<file path="src/rtl/c_tile_reader.sv">
// Streams one M x N tile out of the C SRAM in row-major order through a small
// occupancy-limited buffer, tagging every element with its row/column.
module c_tile_reader #(
  parameter int M          = 8,
  parameter int N          = 8,
  parameter int DATA_W     = 32,
  parameter int ROW_W      = (M <= 1) ? 1 : $clog2(M),
  parameter int COL_W      = (N <= 1) ? 1 : $clog2(N),
  parameter int RD_LAT     = 1,
  parameter int FIFO_DEPTH = RD_LAT + 2
) (
  input  logic              clk,
  input  logic              rst,
  input  logic              start,
  input  logic              flush,
  output logic              c_re,
  output logic [ROW_W-1:0]  c_rrow,
  output logic [COL_W-1:0]  c_rcol,
  input  logic [DATA_W-1:0] c_rdata,
  output logic              out_valid,
  input  logic              out_ready,
  output logic [DATA_W-1:0] out_data,
  output logic [ROW_W-1:0]  out_row,
  output logic [COL_W-1:0]  out_col,
  output logic              out_last,
  output logic              busy,
  output logic              done
);

  localparam int TOTAL = M * N;
  localparam int ISS_W = $clog2(TOTAL + 1);
  localparam int CNT_W = $clog2(FIFO_DEPTH + 1);
  localparam int PTR_W = (FIFO_DEPTH <= 1) ? 1 : $clog2(FIFO_DEPTH);

  localparam logic [ISS_W-1:0] TOTAL_C    = ISS_W'(TOTAL);
  localparam logic [ISS_W-1:0] LAST_IDX_C = ISS_W'(TOTAL - 1);
  localparam logic [CNT_W:0]   DEPTH_C    = (CNT_W + 1)'(FIFO_DEPTH);
  localparam logic [PTR_W-1:0] PTR_MAX_C  = PTR_W'(FIFO_DEPTH - 1);
  localparam logic [ROW_W-1:0] ROW_MAX_C  = ROW_W'(M - 1);
  localparam logic [COL_W-1:0] COL_MAX_C  = COL_W'(N - 1);

  typedef enum logic [1:0] {IDLE, RUN, DRAIN} state_t;

  state_t state, state_nxt;

  function automatic logic [PTR_W-1:0] ptr_inc(input logic [PTR_W-1:0] p);
    return (p == PTR_MAX_C) ? '0 : p + PTR_W'(1);
  endfunction

  logic [ISS_W-1:0] issued;
  logic [ROW_W-1:0] row_q;
  logic [COL_W-1:0] col_q;
  logic [CNT_W-1:0] inflight;
  logic [CNT_W-1:0] fifo_cnt;
  logic [CNT_W:0]   occupancy;
  logic [PTR_W-1:0] wr_ptr;
  logic [PTR_W-1:0] rd_ptr;
  logic             issue;
  logic             last_issue;
  logic             ret_vld;
  logic             pop;
  logic             last_hs;
  logic             row_end;
  logic             col_end;

  // Read-tag delay line: stage i carries the tag of a read issued i+1 cycles ago
  logic [RD_LAT-1:0] vld_p;
  logic [ROW_W-1:0]  row_p  [RD_LAT];
  logic [COL_W-1:0]  col_p  [RD_LAT];
  logic              last_p [RD_LAT];

  logic [DATA_W-1:0] fifo_data [FIFO_DEPTH];
  logic [ROW_W-1:0]  fifo_row  [FIFO_DEPTH];
  logic [COL_W-1:0]  fifo_col  [FIFO_DEPTH];
  logic              fifo_last [FIFO_DEPTH];

  // Reads in flight already own a buffer slot, so the FIFO cannot overflow
  assign occupancy  = {1'b0, inflight} + {1'b0, fifo_cnt};
  assign row_end    = (row_q == ROW_MAX_C);
  assign col_end    = (col_q == COL_MAX_C);
  assign issue      = (state == RUN) && !flush && (issued < TOTAL_C) && (occupancy < DEPTH_C);
  assign last_issue = issue && (issued == LAST_IDX_C);
  assign ret_vld    = vld_p[RD_LAT-1];
  assign pop        = out_valid && out_ready;
  assign last_hs    = pop && out_last;

  assign c_re   = issue;
  assign c_rrow = row_q;
  assign c_rcol = col_q;
  assign busy   = (state != IDLE);

  always_comb begin
    state_nxt = state;
    case (state)
      IDLE:    if (start) state_nxt = RUN;
      RUN:     if (last_issue) state_nxt = DRAIN;
      DRAIN:   if (last_hs) state_nxt = IDLE;
      default: state_nxt = IDLE;
    endcase
    if (flush) state_nxt = IDLE;
  end

  always_ff @(posedge clk) begin
    if (rst) state <= IDLE;
    else     state <= state_nxt;
  end

  always_ff @(posedge clk) begin
    if (rst) done <= 1'b0;
    else     done <= (state == DRAIN) && last_hs && !flush;
  end

  always_ff @(posedge clk) begin
    if (rst || flush || (state == IDLE)) begin
      issued <= '0;
      row_q  <= '0;
      col_q  <= '0;
    end else if (issue) begin
      issued <= issued + ISS_W'(1);
      if (col_end) begin
        col_q <= '0;
        row_q <= row_end ? '0 : row_q + ROW_W'(1);
      end else begin
        col_q <= col_q + COL_W'(1);
      end
    end
  end

  // Read issue -> data return (RD_LAT stages)
  always_ff @(posedge clk) begin
    if (rst || flush) begin
      vld_p <= '0;
    end else begin
      vld_p[0] <= issue;
      for (int i = 1; i < RD_LAT; i++) vld_p[i] <= vld_p[i-1];
    end
  end

  always_ff @(posedge clk) begin
    row_p[0]  <= row_q;
    col_p[0]  <= col_q;
    last_p[0] <= row_end && col_end;
    for (int i = 1; i < RD_LAT; i++) begin
      row_p[i]  <= row_p[i-1];
      col_p[i]  <= col_p[i-1];
      last_p[i] <= last_p[i-1];
    end
  end

  always_ff @(posedge clk) begin
    if (rst || flush) inflight <= '0;
    else              inflight <= inflight + CNT_W'(issue) - CNT_W'(ret_vld);
  end

  // Returned data -> output buffer
  always_ff @(posedge clk) begin
    if (rst || flush) begin
      wr_ptr   <= '0;
      rd_ptr   <= '0;
      fifo_cnt <= '0;
    end else begin
      if (ret_vld) wr_ptr <= ptr_inc(wr_ptr);
      if (pop)     rd_ptr <= ptr_inc(rd_ptr);
      fifo_cnt <= fifo_cnt + CNT_W'(ret_vld) - CNT_W'(pop);
    end
  end

  always_ff @(posedge clk) begin
    if (ret_vld) begin
      fifo_data[wr_ptr] <= c_rdata;
      fifo_row[wr_ptr]  <= row_p[RD_LAT-1];
      fifo_col[wr_ptr]  <= col_p[RD_LAT-1];
      fifo_last[wr_ptr] <= last_p[RD_LAT-1];
    end
  end

  // Head entry is held in flops until popped; outputs read as zero while empty
  assign out_valid = (fifo_cnt != '0);
  assign out_data  = out_valid ? fifo_data[rd_ptr] : '0;
  assign out_row   = out_valid ? fifo_row[rd_ptr]  : '0;
  assign out_col   = out_valid ? fifo_col[rd_ptr]  : '0;
  assign out_last  = out_valid && fifo_last[rd_ptr];

endmodule

</file>
<file path="config.mk">
export PLATFORM = sky130hd
export DESIGN_NAME = c_tile_reader
export DESIGN_NICKNAME = d
export VERILOG_FILES = /design/src/rtl/c_tile_reader.sv
export SDC_FILE = /design/constraint.sdc
export NUM_CORES = 1
export LEC_CHECK = 0
export BUFFER_PORTS_ARGS = -buffer_cell sky130_fd_sc_hd__buf_2
export CORE_ASPECT_RATIO = 0.5
export CORE_MARGIN = 8
export CORE_UTILIZATION = 45
export CTS_BUF_LIST = sky130_fd_sc_hd__clkbuf_16
export DETAILED_ROUTE_END_ITERATION = 8
export PLACE_DENSITY = 0.69
export SLEW_MARGIN = 20
export SYNTH_ARGS = -nofsm -noshare
export SYNTH_HDL_FRONTEND = slang
export SYNTH_SLANG_ARGS = --single-unit
</file>
<file path="constraint.sdc">
create_clock -name clk -period 10 [get_ports clk]
set_input_delay 2 -clock clk [delete_from_list [all_inputs] [get_ports clk]]
set_output_delay 2 -clock clk [all_outputs]
set_load 0.02 [all_outputs]
</file>
# ---- After elaboration in Yosys (flattened, before gate mapping)
# Memories as Yosys holds them, arrays and structs flattened. A register that Yosys moved wholly into a read port is not among the register bits.
# Cells that the tools add are included.
# Widths: inputs -> output; s select.
dict set report word_totals {
  word_cells 79
  output_inout_bits 49
  inputBits 37
  ram_bits 124
  n_memories 7
  ff_bits 25
}
dict set report op_classes {
  n_reduce_logical 19
  n_eq_ne 10
  n_addsub 10
  n_lt_le_gt_ge 2
  muxes 21
}
# memory depth word_bits read_ports rd_ports_with_merged_regs wr line_no
set memory_table {}
lappend memory_table {fifo_data 3 32 1 1 1 72} ;# logic [DATA_W-1:0] fifo_data [FIFO_DEPTH];
lappend memory_table {fifo_col 3 3 1 1 1 74} ;# logic [COL_W-1:0] fifo_col [FIFO_DEPTH];
lappend memory_table {fifo_row 3 3 1 1 1 73} ;# logic [ROW_W-1:0] fifo_row [FIFO_DEPTH];
lappend memory_table {col_p 1 3 1 0 1 69} ;# logic [COL_W-1:0] col_p [RD_LAT];
lappend memory_table {fifo_last 3 1 1 1 1 75} ;# logic fifo_last [FIFO_DEPTH];
lappend memory_table {row_p 1 3 1 0 1 68} ;# logic [ROW_W-1:0] row_p [RD_LAT];
lappend memory_table {{1 more memories} -- -- -- -- -- --}
# operator count
set ops {}
lappend ops {{$mux 32} 1}
lappend ops {{$mux 2} 13}
lappend ops {{$mux 3} 4}
lappend ops {{$logic_and 1x1->1} 10}
lappend ops {{$add 7x1->7 const B} 1}
lappend ops {{$eq 7x6->1 const B} 1}
lappend ops {{$lt 7x7->1 const B} 1}
lappend ops {{$add 3x1->3 const B} 2}
lappend ops {{$eq 2x2->1 const B} 3}
lappend ops {{$eq 3x3->1 const B} 2}
lappend ops {{$ne 2x2->1 const B} 3}
lappend ops {{$pmux 2 s3} 1}
lappend ops {{$add 2x1->2} 2}
lappend ops {{$add 2x1->2 const B} 2}
lappend ops {{$reduce_bool 2->1} 2}
lappend ops {{$sub 2x1->2} 2}
lappend ops {{$add 2x2->3} 1}
lappend ops {{$lt 3x2->1 const B} 1}
lappend ops {{$reduce_and 3->1} 1}
lappend ops {{$eq 2x1->1 const B} 1}
lappend ops {{$logic_not 2->1} 1}
lappend ops {{$logic_or 1x1->1} 2}
lappend ops {{$mux 1} 2}
lappend ops {{$reduce_and 2->1} 1}
lappend ops {{other kinds (2)} 2}

# ---- Longest topological paths before layout
dict set report depth {
  word_depth 7
  ltp_mapped 9
  depth_no_buf 8
}

# ---- Worst setup path after synthesis
# OpenSTA, ideal clock, no wires.
dict set report synth_timing {
  path_type {input -> output}
  start {input port flush}
  end {output port c_re}
  n_path_buf 2
  path_stages 4
  required_ns 8.000
  arrival_ns 3.093
  setup_slack_ns 4.907
  cell_sequence {or4b_1 clkbuf_2 buf_2 nor2_1}
}
dict set report synth_via {
  elab_chain_len 4
}
# item line_no
set synth_rtl {}
lappend synth_rtl {{start, declared} 15} ;# input logic flush,
lappend synth_rtl {{$logic_not 1->1} 81} ;# assign issue = (state == RUN) && !flush && (issued < TOTAL_C) && (occupancy < DEPTH_C);
lappend synth_rtl {{$logic_and 1x1->1 (3 in series)} 81}
lappend synth_rtl {{end, declared} 16} ;# output logic c_re,
# Every way passes these cells.

# ---- Final worst setup path
# Same ends and word-level chain as after synthesis.

==> qor.txt <==
Post-synth EDFFs - 117
final hold vios - 0
post-synthesis sequential area ratio - 70.78%
DIE AREA - 17320 um2
Compound-Gate Fraction of Synth Area - 5.680%
cts repair resizes - 0
CTS tree - built
Total Power - 1321 uW
DRC viols - 0
I/O Buffers - 85
period utilization - 52.32%
Leak - 0.002772 uW
Cell Pwr Density - 184.5 nW/um2
largest family of logic cells by synthesized area - simple AND/OR/NAND/NOR gates
CTS Sinks - 151
first drt pass iteration count - 5
Longest Clk Path Bufs - 2
share of cells above drive strength 1 - 31.53%
Primary FF master, synth - edfxtp_1
status - finished clean
antenna-violating nets left - 0
Worst Setup SP - flush
WL/cell - 16.82 um
mean area per synthesized cell - 13.62 um2
placed cell count - 673
Synth async-reset ratio - 0%
Max Slew Vio Count - 0
worst setup margin - 4768 ps
Non-Filler Instances - 706
vias in the first global route - 3801
Post-Syn Area - 5926 um2
Min-Delay Path Class - reg -> reg
Peak VDD IR - 0.1238 mV
H-Tree Level Count - 4
Worst Setup End Kind - primary output
Yosys reg bits - 151
reg-to-reg endpoint - inflight[1]
largest net degree at the start of global routing - 41
routability cong. - 0.7804
simple-gate share of the synthesized area - 10.37%
Synth area leader - edfxtp_1
pre-CTS WS - 4756 ps
core area - 12770 um2
Hold-fix buffers, CTS - 0
crit path kind - in -> out
worst hold stages - 0
xor/xnor share of the synthesized area - 0.5912%
ant diodes - 0
min Tclk post-route - 5232 ps
first-pass GRT wire length - 19370 um
CP Launch Type - primary input
worst-path fanout max - 15
Critical Path Sink - c_re
CTS buffer count - 17
relative slew slack - 31.01%
Worst Reg-to-Reg Cells - 8
Remaining Overflow, GRT - 0
Synth area leaders - edfxtp_1 59%, dfxtp_1 11%, mux2_2 7.2%, nand2_1 5.2%, a21oi_1 4.1%
R2R Path Start - fifo_cnt[0]
Detail Placement HPWL - 7089 um
mux share of post-synthesis cell area - 8.235%
Mapped Cells - 435
arrival time at the worst endpoint - 3230 ps
CTS clk-pin slew, worst paths - 60 ps
total track usage - 14.23%
RSZ-0062 raised after global routing - no
DRT iter0 DRCs - 219
# rows - 29
post-synth top area share - 59.29%
Finish-stage setup viols - 0
most frequent cell after synthesis - edfxtp_1
R2R Setup Slk - 7750 ps
synth cell count leaders - 117 x edfxtp_1, 82 x nand2_1, 49 x a21oi_1, 38 x mux2_2, 34 x dfxtp_1
number of nets in the layout - 571
area share of fa/ha/maj cells after synthesis - 2.449%
Post-CTS Setup Repair Bufs - 0
die width - 178.3 um
clk_skew - 10.28 ps
CP Data Required Time - 8000 ps
syn_nets - 483
initial antenna violation count - 0
DIE HEIGHT - 97.14 um
Yosys cell types - 38
initial core utilization - 46.39%
wirelength, routed - 11880 um
worst skew pair latency - 410 ps
synth-to-layout area growth - 20.84%
# IOs - 86
setup TNS - 0 ps
root buffer cell - clkbuf_16
Yosys Warn Count - 0
minimum hold slack - 398.6 ps
vias per inst - 5.050
Max Freq - 0.1911 GHz
DR vias - 3565
MaxCap Viol Count - 0
measured slew at the worst slew-check pin - 1035 ps
==> state kept, by name, summed over array words and instances, names as in the netlist, 2 cells and up, named ones only <==
signal     count
wr_ptr         2
issued         7
state          2
fifo_last      3
row_p          3
c_rcol         3
fifo_col       9
inflight       2
c_rrow         3
fifo_data     96
fifo_cnt       2
rd_ptr         2
fifo_row       9
col_p          3
==> routing by layer <==
metal	track usage, %	share of wire (%)
met1	17.74	46
met2	23.63	49
met3	3.879	3.7
met4	4.548	0.94
met5	0	0
==> worst max-delay path, stage by stage <==
cell and delay (ps):
buf_2 120, or4b_1 690, nor2_1 230, buf_2 190
==> metrics by stage <==
stage	cell area (um2)	util (%)
6_report	7161	56.06
5_1_grt	7161	56.06
4_1_cts	7131	55.83
3_5_place_dp	6538	51.19
3_3_place_gp	6538	51.19
2_1_floorplan	5926	-
==> layout by cell type (no fill, tap or decap), types with 2 or more instances in the layout <==
cell type and n:
clkinv_2 4, or3_1 2, xor2_1 2, nand4b_1 2, nand3_1 13, or2_2 2, edfxtp_1 117, or4_1 3
nor2b_1 2, a21oi_1 49, inv_1 9, mux2i_1 6, xnor2_1 2, nor2_4 2, nor4_1 2, clkinv_4 2
o21ai_0 7, nor2_1 5, nor3_1 3, clkbuf_16 21, mux2_2 38, ha_1 10, nand2_1 82, o31ai_1 2
buf_2 85, and2_1 4, buf_4 5, nand3b_1 4, dfxtp_1 33
==> area by class of cell <==
type                       count  area, um2
tap                          170      212.7
clock inverter                11      67.56
timing repair buffer          91      490.5
clock buffer                  21      525.5
inverter                       7      26.28
multi-input combinational    255       1643
fill                        1057       5612
sequential                   151       4195
==> logic make-up (layout without fill, tap and decap cells) <==
family | Yosys count | in the layout
fa+ha+maj | 11 | 11
compound gates | 63 | 63
xor+xnor | 4 | 4
mux | 44 | 44
simple gates | 133 | 133
buf+inv | 29 | 130
flops | 151 | 151
==> how the worst min path moves through the flow <==
stage | slack (ps) | start | end
after CTS | 400 | c_rrow[2] | row_p[0][2]
after global placement | 380 | c_rrow[2] | row_p[0][2]
after global routing | 410 | c_rrow[2] | row_p[0][2]
after floorplan | 420 | col_p[0][0] | fifo_col[0][0]
final | 400 | c_rrow[2] | row_p[0][2]
after detailed placement | 390 | c_rrow[2] | row_p[0][2]
==> power by group <==
part / switching [uW] / internal, uW
Clock: 241 / 375
Sequential: 1.33 / 676
Combinational: 16.2 / 10.9
Power figures use the tool's default switching activity.
